==> config.mk <==
export PLATFORM = sky130hd
export DESIGN_NAME = tpu_array_sched_flat
export DESIGN_NICKNAME = d
export VERILOG_FILES = /design/src/rtl/tpu_array_sched_if.sv /design/src/rtl/tpu_array_sched.sv /design/src/flat_wrapper.sv
export SDC_FILE = /design/constraint.sdc
export NUM_CORES = 1
export LEC_CHECK = 0
export CORE_ASPECT_RATIO = 1.1
export CORE_UTILIZATION = 41
export CTS_CLUSTER_SIZE = 10
export DETAILED_ROUTE_END_ITERATION = 16
export PLACE_DENSITY = 0.82
export SLEW_MARGIN = 20
export SYNTH_ARGS = -nofsm -noshare
export SYNTH_HDL_FRONTEND = slang
export SYNTH_SLANG_ARGS = --single-unit
==> constraint.sdc <==
create_clock -name clk -period 2.5 [get_ports clk]
set_input_delay 0.75 -clock clk [delete_from_list [all_inputs] [get_ports clk]]
set_output_delay 0.75 -clock clk [all_outputs]
set_load 0.01 [all_outputs]
==> src/rtl/tpu_array_sched_if.sv <==
// Host command, array control and drain handshake bundle for tpu_array_sched.
// master = scheduler side, slave = host/array/buffer side.
interface tpu_array_sched_if #(
  parameter int DIM = 8
);
  localparam int CNT_W = $clog2(3 * DIM);
  localparam int ROW_W = $clog2(DIM);

  logic             start;
  logic             abort;
  logic             stall;
  logic             busy;
  logic             done;
  logic             c_wren;
  logic [ROW_W-1:0] c_row;
  logic             mac_en;
  logic [CNT_W-1:0] step;
  logic [DIM-1:0]   lane_vld;
  logic             drain_vld;
  logic             drain_rdy;
  logic [31:0]      perf_cycles;
  logic [31:0]      perf_stalls;

  modport master (
    input  start, abort, stall, drain_rdy,
    output busy, done, c_wren, c_row, mac_en, step, lane_vld, drain_vld,
           perf_cycles, perf_stalls
  );

  modport slave (
    output start, abort, stall, drain_rdy,
    input  busy, done, c_wren, c_row, mac_en, step, lane_vld, drain_vld,
           perf_cycles, perf_stalls
  );
endinterface

==> src/rtl/tpu_array_sched.sv <==
// Phase sequencer for a DIM x DIM systolic array: preload, skewed feed, drain, done.
// Optional busy/stall performance counters are built when TPU_SCHED_PERF_EN is defined.
module tpu_array_sched #(
  parameter int DIM = 8
) (
  input  logic              clk,
  input  logic              rst_n,
  tpu_array_sched_if.master bus
);
  localparam int CNT_W = $clog2(3 * DIM);
  localparam int ROW_W = $clog2(DIM);
  localparam logic [CNT_W-1:0] STEP_LAST = CNT_W'(3 * DIM - 3);
  localparam logic [ROW_W-1:0] ROW_LAST  = ROW_W'(DIM - 1);

  typedef enum logic [2:0] {
    S_IDLE,
    S_PRELOAD,
    S_FEED,
    S_DRAIN,
    S_DONE
  } state_e;

  state_e           state_q, state_d;
  logic [ROW_W-1:0] row_q, row_d;
  logic [CNT_W-1:0] step_q, step_d;
  logic             busy_q, done_q, wren_q, feed_q, drain_q;
  logic [DIM-1:0]   lane_vld;

  always_comb begin
    // NOTE: every next-state variable gets a default first so no path infers a latch.
    state_d = state_q;
    row_d   = row_q;
    step_d  = step_q;
    case (state_q)
      S_IDLE: begin
        if (bus.start) begin
          state_d = S_PRELOAD;
          row_d   = '0;
          step_d  = '0;
        end
      end
      S_PRELOAD: begin
        if (row_q == ROW_LAST) begin
          state_d = S_FEED;
          row_d   = '0;
          step_d  = '0;
        end else begin
          row_d = row_q + 1'b1;
        end
      end
      S_FEED: begin
        if (!bus.stall) begin
          if (step_q == STEP_LAST) begin
            state_d = S_DRAIN;
            row_d   = '0;
            step_d  = '0;
          end else begin
            step_d = step_q + 1'b1;
          end
        end
      end
      S_DRAIN: begin
        // drain_vld is constantly high here, so the handshake reduces to drain_rdy.
        if (bus.drain_rdy) begin
          if (row_q == ROW_LAST) begin
            state_d = S_DONE;
            row_d   = '0;
          end else begin
            row_d = row_q + 1'b1;
          end
        end
      end
      S_DONE:  state_d = S_IDLE;
      default: state_d = S_IDLE;
    endcase

    // Abort is ignored in IDLE so a simultaneous start still launches the job.
    if (bus.abort && state_q != S_IDLE) begin
      state_d = S_IDLE;
      row_d   = '0;
      step_d  = '0;
    end
  end

  always_ff @(posedge clk) begin
    // NOTE: sequential state uses non-blocking assignments so every register samples pre-edge values.
    if (!rst_n) begin
      state_q <= S_IDLE;
      row_q   <= '0;
      step_q  <= '0;
      busy_q  <= 1'b0;
      done_q  <= 1'b0;
      wren_q  <= 1'b0;
      feed_q  <= 1'b0;
      drain_q <= 1'b0;
    end else begin
      state_q <= state_d;
      row_q   <= row_d;
      step_q  <= step_d;
      busy_q  <= (state_d != S_IDLE);
      done_q  <= (state_d == S_DONE);
      wren_q  <= (state_d == S_PRELOAD);
      feed_q  <= (state_d == S_FEED);
      drain_q <= (state_d == S_DRAIN);
    end
  end

  // Diagonal wavefront: lane i is live for DIM steps starting at step i.
  always_comb begin
    lane_vld = '0;
    for (int i = 0; i < DIM; i++) begin
      lane_vld[i] = feed_q && (int'(step_q) >= i) && (int'(step_q) - i < DIM);
    end
  end

  assign bus.busy      = busy_q;
  assign bus.done      = done_q;
  assign bus.c_wren    = wren_q;
  assign bus.c_row     = row_q;
  assign bus.mac_en    = feed_q & ~bus.stall;
  assign bus.step      = step_q;
  assign bus.lane_vld  = lane_vld;
  assign bus.drain_vld = drain_q;

`ifdef TPU_SCHED_PERF_EN
  logic [31:0] perf_cycles_q;
  logic [31:0] perf_stalls_q;

  always_ff @(posedge clk) begin
    if (!rst_n) begin
      perf_cycles_q <= '0;
      perf_stalls_q <= '0;
    end else if (state_q == S_IDLE && bus.start) begin
      perf_cycles_q <= '0;
      perf_stalls_q <= '0;
    end else begin
      if (busy_q && perf_cycles_q != '1) perf_cycles_q <= perf_cycles_q + 1'b1;
      if (feed_q && bus.stall && perf_stalls_q != '1) perf_stalls_q <= perf_stalls_q + 1'b1;
    end
  end

  assign bus.perf_cycles = perf_cycles_q;
  assign bus.perf_stalls = perf_stalls_q;
`else
  assign bus.perf_cycles = '0;
  assign bus.perf_stalls = '0;
`endif
endmodule

==> src/flat_wrapper.sv <==
// flat-port wrapper written by rule: the top's interface ports become plain ports
module tpu_array_sched_flat 
#(
  parameter int DIM = 8
)
  (clk, rst_n, bus_start, bus_abort, bus_stall, bus_drain_rdy, bus_busy, bus_done, bus_c_wren, bus_c_row, bus_mac_en, bus_step, bus_lane_vld, bus_drain_vld, bus_perf_cycles, bus_perf_stalls);
  tpu_array_sched_if #(.DIM(DIM)) bus_i ();
  input  logic clk;
  input  logic rst_n;
  input wire logic [$bits(bus_i.start)-1:0] bus_start;
  input wire logic [$bits(bus_i.abort)-1:0] bus_abort;
  input wire logic [$bits(bus_i.stall)-1:0] bus_stall;
  input wire logic [$bits(bus_i.drain_rdy)-1:0] bus_drain_rdy;
  output wire logic [$bits(bus_i.busy)-1:0] bus_busy;
  output wire logic [$bits(bus_i.done)-1:0] bus_done;
  output wire logic [$bits(bus_i.c_wren)-1:0] bus_c_wren;
  output wire logic [$bits(bus_i.c_row)-1:0] bus_c_row;
  output wire logic [$bits(bus_i.mac_en)-1:0] bus_mac_en;
  output wire logic [$bits(bus_i.step)-1:0] bus_step;
  output wire logic [$bits(bus_i.lane_vld)-1:0] bus_lane_vld;
  output wire logic [$bits(bus_i.drain_vld)-1:0] bus_drain_vld;
  output wire logic [$bits(bus_i.perf_cycles)-1:0] bus_perf_cycles;
  output wire logic [$bits(bus_i.perf_stalls)-1:0] bus_perf_stalls;
  assign bus_i.start = bus_start;
  assign bus_i.abort = bus_abort;
  assign bus_i.stall = bus_stall;
  assign bus_i.drain_rdy = bus_drain_rdy;
  assign bus_busy = bus_i.busy;
  assign bus_done = bus_i.done;
  assign bus_c_wren = bus_i.c_wren;
  assign bus_c_row = bus_i.c_row;
  assign bus_mac_en = bus_i.mac_en;
  assign bus_step = bus_i.step;
  assign bus_lane_vld = bus_i.lane_vld;
  assign bus_drain_vld = bus_i.drain_vld;
  assign bus_perf_cycles = bus_i.perf_cycles;
  assign bus_perf_stalls = bus_i.perf_stalls;
  tpu_array_sched #(.DIM(DIM)) u_core (.clk(clk), .rst_n(rst_n), .bus(bus_i));
endmodule
[Yosys cells after proc, flatten, opt, wreduce, memory -nomap -nowiden]
Index checks and enable logic that the tools add are counted.
Cells by class
  equality and inequality tests: 14
  order comparisons: 15
  multiplexer cells: 19
  bitwise gates (word level): 3
  reductions and logical operators: 24
  add/subtract/negate cells: 9
Operators with widths (number)
  32-bit by 5-bit < comparator with 1-bit output (second input constant): 7
  3-bit two-way mux: 12
  3-bit case mux with 4 select lines: 2
  5-bit by 3-bit subtractor with 6-bit output (second input constant): 4
  5-bit by 3-bit greater-or-equal comparator with 1-bit output (second input constant): 4
  5-bit two-way mux: 4
  1-bit logical AND: 16
  5-bit case mux with 3 select lines: 1
  3-bit by 2-bit equality test with 1-bit output (second input constant): 4
  5-bit by 2-bit subtractor with 6-bit output (second input constant): 2
  5-bit by 2-bit greater-or-equal comparator with 1-bit output (second input constant): 2
  3-bit nonzero test: 3
  3-bit by 1-bit equality test with 1-bit output (second input constant): 2
  3-bit equality test (second input constant): 2
  2-bit != test (second input constant): 3
  5-bit by 1-bit subtractor with 6-bit output (second input constant): 1
  5-bit by 1-bit adder with 5-bit output (second input constant): 1
  5-bit equality test (second input constant): 1
  5-bit by 1-bit greater-or-equal comparator with 1-bit output (second input constant): 1
  5-bit by 4-bit < comparator with 1-bit output (second input constant): 1
  5-bit AND reduction: 1
  2-bit by 1-bit != test with 1-bit output (second input constant): 2
  4-bit AND reduction: 1
  4-bit nonzero test: 1
  other kinds (5): 6
Storage, ports and cells
  bits of input ports: 6
  output and inout port bits: 85
  bits in registers: 16

[Longest topological paths before layout]
Gate-level depths: netlist of the first run.
  depth in word-level cells: 6
  mapped depth: 7

[Worst setup path before layout of the first run]
OpenSTA, ideal clock, no wires.
  kind: register to output
  from: register u_core.step_q[2], in the netlist u_core.bus.step[2]
  to: output bus_lane_vld[1]
  cell stages (with the launch flop): 8
  slack: -154 ps
  arrival time: 1904 ps
  path through: dfxtp_1 > clkbuf_1 > inv_1 > ha_1 > ha_1 > o31ai_1 > o311ai_0 > a211oi_1
On the way
  longest elaborated chain between the ends: 3
RTL lines
  start, declared: RTL line tpu_array_sched.sv:25  | logic [CNT_W-1:0] step_q, step_d;
  start signal, assigned: RTL line tpu_array_sched.sv:99  | step_q <= step_d;
  5-bit by 1-bit subtractor with 6-bit output / 5-bit by 1-bit greater-or-equal comparator with 1-bit output (equally long branches): RTL line tpu_array_sched.sv:112  | lane_vld[i] = feed_q && (int'(step_q) >= i) && (int'(step_q) - i < DIM);
  32-bit by 5-bit < comparator with 1-bit output / 1-bit logical AND (equally long branches): RTL line tpu_array_sched.sv:112
  1-bit logical AND (*): RTL line tpu_array_sched.sv:112
  end, declared: RTL line flat_wrapper.sv:20  | output wire logic [$bits(bus_i.lane_vld)-1:0] bus_lane_vld;
Mark *: on every way between the ends. The rest lies on a longest branch, timed or not.

[Final worst setup path of the first run]
  from: register u_core.step_q[1], in the netlist u_core.bus.step[1]
  to: output bus_lane_vld[1]
The elaborated chain is that of the path after synthesis.

==> results by group, run 1 <==
Min path
  • Hold_sp: u_core.bus.c_row[1]
  • Hold Path Class: reg2reg
  • Hold path depth: 2

Run
  • Max-Cap Viols: 0

Route
  • ANT nets after route: 0
  • DR vias/cell: 4.665
  • DR WL/cell: 11.43 um
  • # DRC: 0
  • Via count: 1,530
  • WL final: 3750 um
  • DR pass1 iterations: 4
  • Detailed router's first-iteration violation count: 68

Finish
  • Multi-input logic area: 1197 um^2
  • Layout cells sized above 1: 0.2283
  • Net count, final: 294
  • Area delta synth->final: 19.70%
  • Storage cell area: 327.8 um^2
  • Core Util, Final: 0.5250
  • Post-Layout Cell Count: 328
  • Fill cell count: 396
  • Number of antenna cells inserted: 0

Synthesis
  • Mux cell area share after synthesis: 0.005630
  • Post-synth top flop: dfxtp_1
  • Yosys warns: 0
  • Post-Synthesis Cell Area: 1778 um^2
  • Sequential area share after synthesis: 0.1802
  • Syn avg cell area: 7.798 um^2
  • Adder-cell share of the synthesized area: 0.07741
  • Top-count cell post-synth: buf_4
  • Number of synthesized register bits: 16
  • Cell count after synthesis: 228
  • Synth cell count leaders: 65 x buf_4, 16 x dfxtp_1, 16 x o21ai_0, 12 x nand2_1, 11 x ha_1
  • Area contributors post-synth: buf_4 27%, dfxtp_1 18%, ha_1 7.7%, o21ai_0 4.5%, a21oi_1 2.8%
  • Post-synth EDFFs: 0
  • Largest family of logic cells by synthesized area: buffers and inverters
  • FFs w/ async S/R, synth: 0
  • Area share of the largest cell type after synthesis: 0.2745
  • Post-synthesis xor/xnor area fraction: 0
  • Synth Area in Compound Gates: 0.2125
  • Unique masters post-synth: 47
  • Leading area contributor after synthesis: buf_4
  • Simple-gate share of the synthesized area: 0.2076

CTS
  • CTS Sinks: 16
  • Clock root cell: clkbuf_8
  • Hold buffer count at cts: 0
  • CTS max path bufs: 2
  • Clk_lat worst skew: 0.25 ns
  • H-tree depth: 1
  • CTS clock-pin slew for the worst setup and hold paths: 0.06 ns
  • Cts bufs inserted: 3
  • CTS tree: built

STA
  • Peak Freq: 0.4122 GHz
  • Worst slew pin tran: 0.4981 ns
  • Max-slew violation total from the final report: 0
  • Final setup vio count: 0
  • Fin. Hold Viols: 0
  • Crit share post-route: 0.9704
  • Clock Skew: 0.006045 ns
  • Slew HR: 0.6674
  • Fin crit period: 2.426 ns
  • Hold_ws: 0.5037 ns
  • RSZ-0062 raised after global routing: yes

Floorplan
  • I/O pin count: 91
  • Die area: 4604 um^2
  • Row count: 24
  • Core Region: 4054 um^2
  • Initial Utilization: 0.4386
  • Die H: 71.07 um
  • Die Wd: 64.79 um

GRT
  • Met3 usage: 0.02097
  • Pin count of the biggest net entering global routing: 16
  • Initial antenna violation count: 0
  • Overflow after GRT: 0
  • GR peak layer: met2
  • First-pass GRT wire length: 5699 um
  • M2 GR Usage: 0.2697
  • Grt met1 use: 0.1922
  • Vias in the first global route: 1,279
  • Tot GR Track Use: 0.1575

Worst setup path
  • Reg2Reg Depth: 8
  • Worst setup path startpoint: u_core.bus.step[1]
  • WP data required: 1.75 ns
  • Crit-path max cell delay: 0.35 ns
  • Slowest-stage cell, CP: dfxtp_2
  • Top fanout value on the critical path: 3
  • Critical path class: reg2out
  • Crit path cell chain: inv_4, ha_4, nor2b_1, o31ai_1, o311ai_1, a211oi_1, buf_2
  • CP arrival: 1.68 ns
  • Critical Path Sink Type: output port
  • Critical Path Start Type: flip-flop
  • R2R Path Start: u_core.bus.step[1]

Placement
  • Routability congestion estimate: 0.8974
  • Placed Cells incl. Taps: 322
  • Dpl hpwl: 2885 um
  • I/O Buffers: 26

Pwr
  • Total Power: 633.5 uW
  • Max VDD drop: 0.0003049 V
  • Pwr per Cell Area: 297.6 nW/um^2
  • Leak pwr: 0.0009427 uW

Run status
  • Outcome: finished clean
[report_power, final]
group	internal (uW)	leakage (uW)	total [uW]	switching, uW
Combinational	46.9	0.000782	133	85.9
Clock	140	0.0000288	231	91.0
Sequential	261	0.000132	270	8.77
Total	448	0.000943	633	186
[worst paths after layout]
kind	end	slack (ns)
max	bus_lane_vld[1]	0.07
min	u_core.bus.c_row[1]	0.50
max reg2reg	u_core.bus.busy	0.70
min reg2reg	u_core.bus.c_row[1]	0.50
[area by class of cell]
class,instances,share of cell area
inverters,7,0.01470
repair buffers,54,0.2122
multi-input cells,195,0.5626
well taps,52,0.03057
flip-flops and latches,16,0.1540
clock buffers,4,0.02587
[what timing repair did]
item / CTS / global route
setup buffers: 2 / 0
pin swaps: 0 / 3
hold endpoints to repair: 0 / 0
resized for setup: 31 / 26
endpoints found under the setup margin: 8 / 7
[layout by cell type (no fill, tap or decap), types with 6 or more instances in the layout]
master / count
nand2_1: 12
nor3_1: 6
conb_1: 64
a21oi_1: 10
nand3_1: 9
clkdlybuf4s50_1: 18
dfxtp_1: 12
o21ai_0: 12
buf_4: 25
[cells by family after synthesis]
| kind of cell | count (synthesis) |
|---|---|
| AOI/OAI and AO/OA | 56 |
| DFF | 16 |
| muxes | 1 |
| and+or+nand+nor | 63 |
| other | 1 |
| buffers and inverters | 80 |
| adders and majority gates | 11 |
[flip-flops by register name, summed over array words and instances, names as in the netlist]
register and flops:
u_core.bus.busy 1, u_core.bus.c_row 3, u_core.bus.c_wren 1, u_core.bus.done 1, u_core.bus.drain_vld 1, u_core.bus.step 5, u_core.feed_q 1, u_core.state_q 3
[critical path, delay by kind of cell, from the launching register on]
kind,cells,cell delay [ns]
fa+ha+maj,1,0.15
flops,1,0.35
compound gates,3,0.59
simple gates,1,0.12
buf+inv,2,0.21
[layer usage]
| metal | wire [um] | share of wire |
|---|---|---|
| met1 | 1606 | 0.43 |
| met2 | 1936 | 0.52 |
| met3 | 147 | 0.039 |
| met4 | 59 | 0.016 |
| met5 | 0 | 0 |
[through the flow]
stage               worst slack (ns)    TNS [ns]  area, um^2
floorplan                   0.007016           0        2018
global placement             -0.1589     -0.7894        2002
detailed placement           -0.2670      -1.393        2002
CTS                       -0.0009375  -0.0009375        2088
global route                -0.06190    -0.06625        2128
finish                       0.07412           0        2128
Note: power is estimated with default switching activity, not from simulation.
==> run 2: changes to the inputs <==
Settings changed: CORE_MARGIN set to 3, GPL_TIMING_DRIVEN set to 1.
==> run 2 against run 1 <==
Maximum frequency is 0.93% lower. Core utilization is 0.87 points higher. Clock skew decreased by 0.0052 ns. Highest routed layer unchanged. Critical endpoint is now bus_lane_vld[3]. Critical path depth unchanged. Critical path type unchanged.
==> results by group, run 2 (same netlist as run 1, synthesis figures left out) <==
Run
  • Max-Cap Viols: 0 (unchanged)

Worst setup path
  • Critical path class: reg2out
  • Reg-to-Reg End: u_core.bus.busy
  • Reg2Reg Depth: 8 (unchanged)
  • R2R Setup Slk: 0.67 ns (-0.03 ns)
  • Top fanout value on the critical path: 5 (+2)
  • R2R Path Start: u_core.bus.step[1]
  • CP arrival: 1.70 ns (+0.02 ns)
  • WP data required: 1.75 ns (about the same)
  • Critical Path Start Type: flip-flop
  • Critical Path Sink Type: output port

GRT
  • Vias in the first global route: 1,372 (+7.3%)
  • Pin count of the biggest net entering global routing: 15 (-1)
  • Initial antenna violation count: 0 (unchanged)
  • First-pass GRT wire length: 6382 um (+12%)
  • Tot GR Track Use: 0.1629 (+0.005364)
  • Overflow after GRT: 0 (unchanged)

CTS
  • CTS Sinks: 16 (unchanged)
  • Clock root cell: clkbuf_8
  • Hold buffer count at cts: 0 (unchanged)
  • Cts bufs inserted: 3 (unchanged)
  • CTS max path bufs: 2 (unchanged)
  • H-tree depth: 1 (unchanged)
  • CTS clock-pin slew for the worst setup and hold paths: 0.06 ns (about the same)
  • CTS tree: built
  • Clk_lat worst skew: 0.25 ns (about the same)

Floorplan
  • Die H: 75.07 um (+5.6%)
  • Die Wd: 68.79 um (+6.2%)
  • Row count: 24 (unchanged)
  • Die area: 5163 um^2 (+12%)
  • Core Region: 4084 um^2 (+0.74%)
  • Initial Utilization: 0.4354 (-0.003225)
  • I/O pin count: 91 (unchanged)

Placement
  • Worst slack at placement: -0.3112 ns (-0.04416 ns)
  • Area after DPL: 2002 um^2 (unchanged)
  • Dpl hpwl: 3117 um (+8.1%)
  • I/O Buffers: 26 (unchanged)
  • Routability congestion estimate: 0.8375 (-6.7%)

Finish
  • Number of antenna cells inserted: 0 (unchanged)
  • Core Util, Final: 0.5337 (+0.008701)
  • Commonest non-fill, non-tap cell in the layout: conb_1
  • Area delta synth->final: 22.59%
  • Layout cells sized above 1: 0.2626 (+0.03433)
  • Net count, final: 296 (+0.68%)
  • Cell area after layout: 2180 um^2 (+2.4%)
  • Fill cell count: 422 (+6.6%)
  • Max reg flops: 5 (unchanged)
  • Most frequent cells in the layout: 64 x conb_1, 28 x buf_4, 18 x clkdlybuf4s50_1

Route
  • ANT nets after route: 0 (unchanged)
  • Via count: 1,618 (+5.8%)
  • # DRC: 0 (unchanged)
  • DR pass1 iterations: 4 (unchanged)
  • DR vias/cell: 4.903 (+5.1%)
  • DR WL/cell: 13.34 um (+17%)
  • Detailed router's first-iteration violation count: 133 (+96%)
  • WL final: 4401 um (+17%)

Pwr
  • Clk network pwr share: 0.355 (-0.009)
  • Combinational power share: 0.223 (+0.013)
  • Total Power: 642.3 uW (+1.4%)
  • Sw power: 186.9 uW (+0.61%)
  • Pint: 455.4 uW (+1.7%)
  • Sequential cell fraction of total power: 0.422 (-0.004)
  • Switching Fraction: 0.2910 (-0.002235)
  • Pwr per Cell Area: 294.7 nW/um^2 (-1.0%)
  • Max VDD drop: 0.0001970 V (-35%)
  • Leak pwr: 0.0009701 uW (+2.9%)

Min path
  • Hold path endpoint: u_core.bus.c_row[1]
  • Hold path depth: 2 (unchanged)
  • Hold_sp: u_core.bus.c_row[1]
  • Hold Path Class: reg2reg

STA
  • Crit share post-route: 0.9794 (+0.009068)
  • Final setup margin: 0.05145 ns (-0.02267 ns)
  • Final setup vio count: 0 (unchanged)
  • Clock Skew: 0.0008911 ns (-0.005153 ns)
  • Fin crit period: 2.449 ns (+0.02267 ns)
  • Peak Freq: 0.4084 GHz (-0.93%)
  • Fin. Hold Viols: 0 (unchanged)
  • Hold_ws: 0.4985 ns (-0.005188 ns)
  • Worst slew pin tran: 0.5065 ns (+0.008339 ns)
  • RSZ-0062 raised after global routing: yes
  • Max-slew violation total from the final report: 0 (unchanged)
  • Slew HR: 0.6619 (-0.005566)

Run status
  • Outcome: finished clean
==> run 2: worst max path at each step <==
stage	start	to	slack (ns)	cells past startpoint
global route	u_core.bus.step[2]	bus_lane_vld[1]	-0.03	7
floorplan	u_core.bus.step[2]	bus_lane_vld[1]	0.007	7
global placement	u_core.bus.step[3]	bus_lane_vld[6]	-0.20	6
detailed placement	u_core.bus.step[3]	bus_lane_vld[3]	-0.31	7
finish	u_core.bus.step[3]	bus_lane_vld[3]	0.05	7
CTS	u_core.bus.step[2]	bus_lane_vld[2]	0.009	7
==> run 2: layout make-up <==
cell class	count	area [um^2]	share of cell area
sequential	16	325.3	0.1493
multi-input combinational	195	1237	0.5677
inverter	7	33.78	0.01550
timing repair buffer	56	462.9	0.2124
tap	52	65.06	0.02985
clock buffer	4	55.05	0.02526
==> run 2: per-layer routing <==
metal / GRT usage / up-vias / wire length [um]
met1: 0.1931 / 750 / 1680
met2: 0.2874 / 82 / 2287
met4: 0.06494 / 0 / 95
met3: 0.02836 / 7 / 338
li1: - / 779 / -
met5: 0 / - / 0
==> run 2: power by group through the flow <==
| stage | clock, uW | combinational [uW] | sequential (uW) |
|---|---|---|---|
| floorplan | 0 | 159 | 276 |
| global placement | 0 | 126 | 275 |
| detailed placement | 0 | 127 | 275 |
| CTS | 240 | 128 | 270 |
| global route | 256 | 158 | 272 |
| finish | 228 | 143 | 271 |
==> run 2: metrics by stage <==
stage / TNS, ns / std cells
global placement: -1.067 / 322
CTS: 0 / 329
global route: -0.05693 / 330
finish: 0 / 330
detailed placement: -1.591 / 322
floorplan: 0 / 291
==> run 2: timing repair <==
| item | 4_1_cts | 5_1_grt |
|---|---|---|
| pin swaps | 0 | 4 |
| buffers inserted | 3 | 1 |
| endpoints found under the setup margin | 8 | 7 |
| resized for setup | 35 | 30 |
==> run 2: worst max-delay path: stages, from the launching register on <==
cell      delay [ns]
dfxtp_2         0.36
clkinv_4        0.09
ha_4            0.18
ha_4            0.17
a211oi_2        0.22
mux2i_1         0.11
a21oi_1         0.17
buf_2           0.15
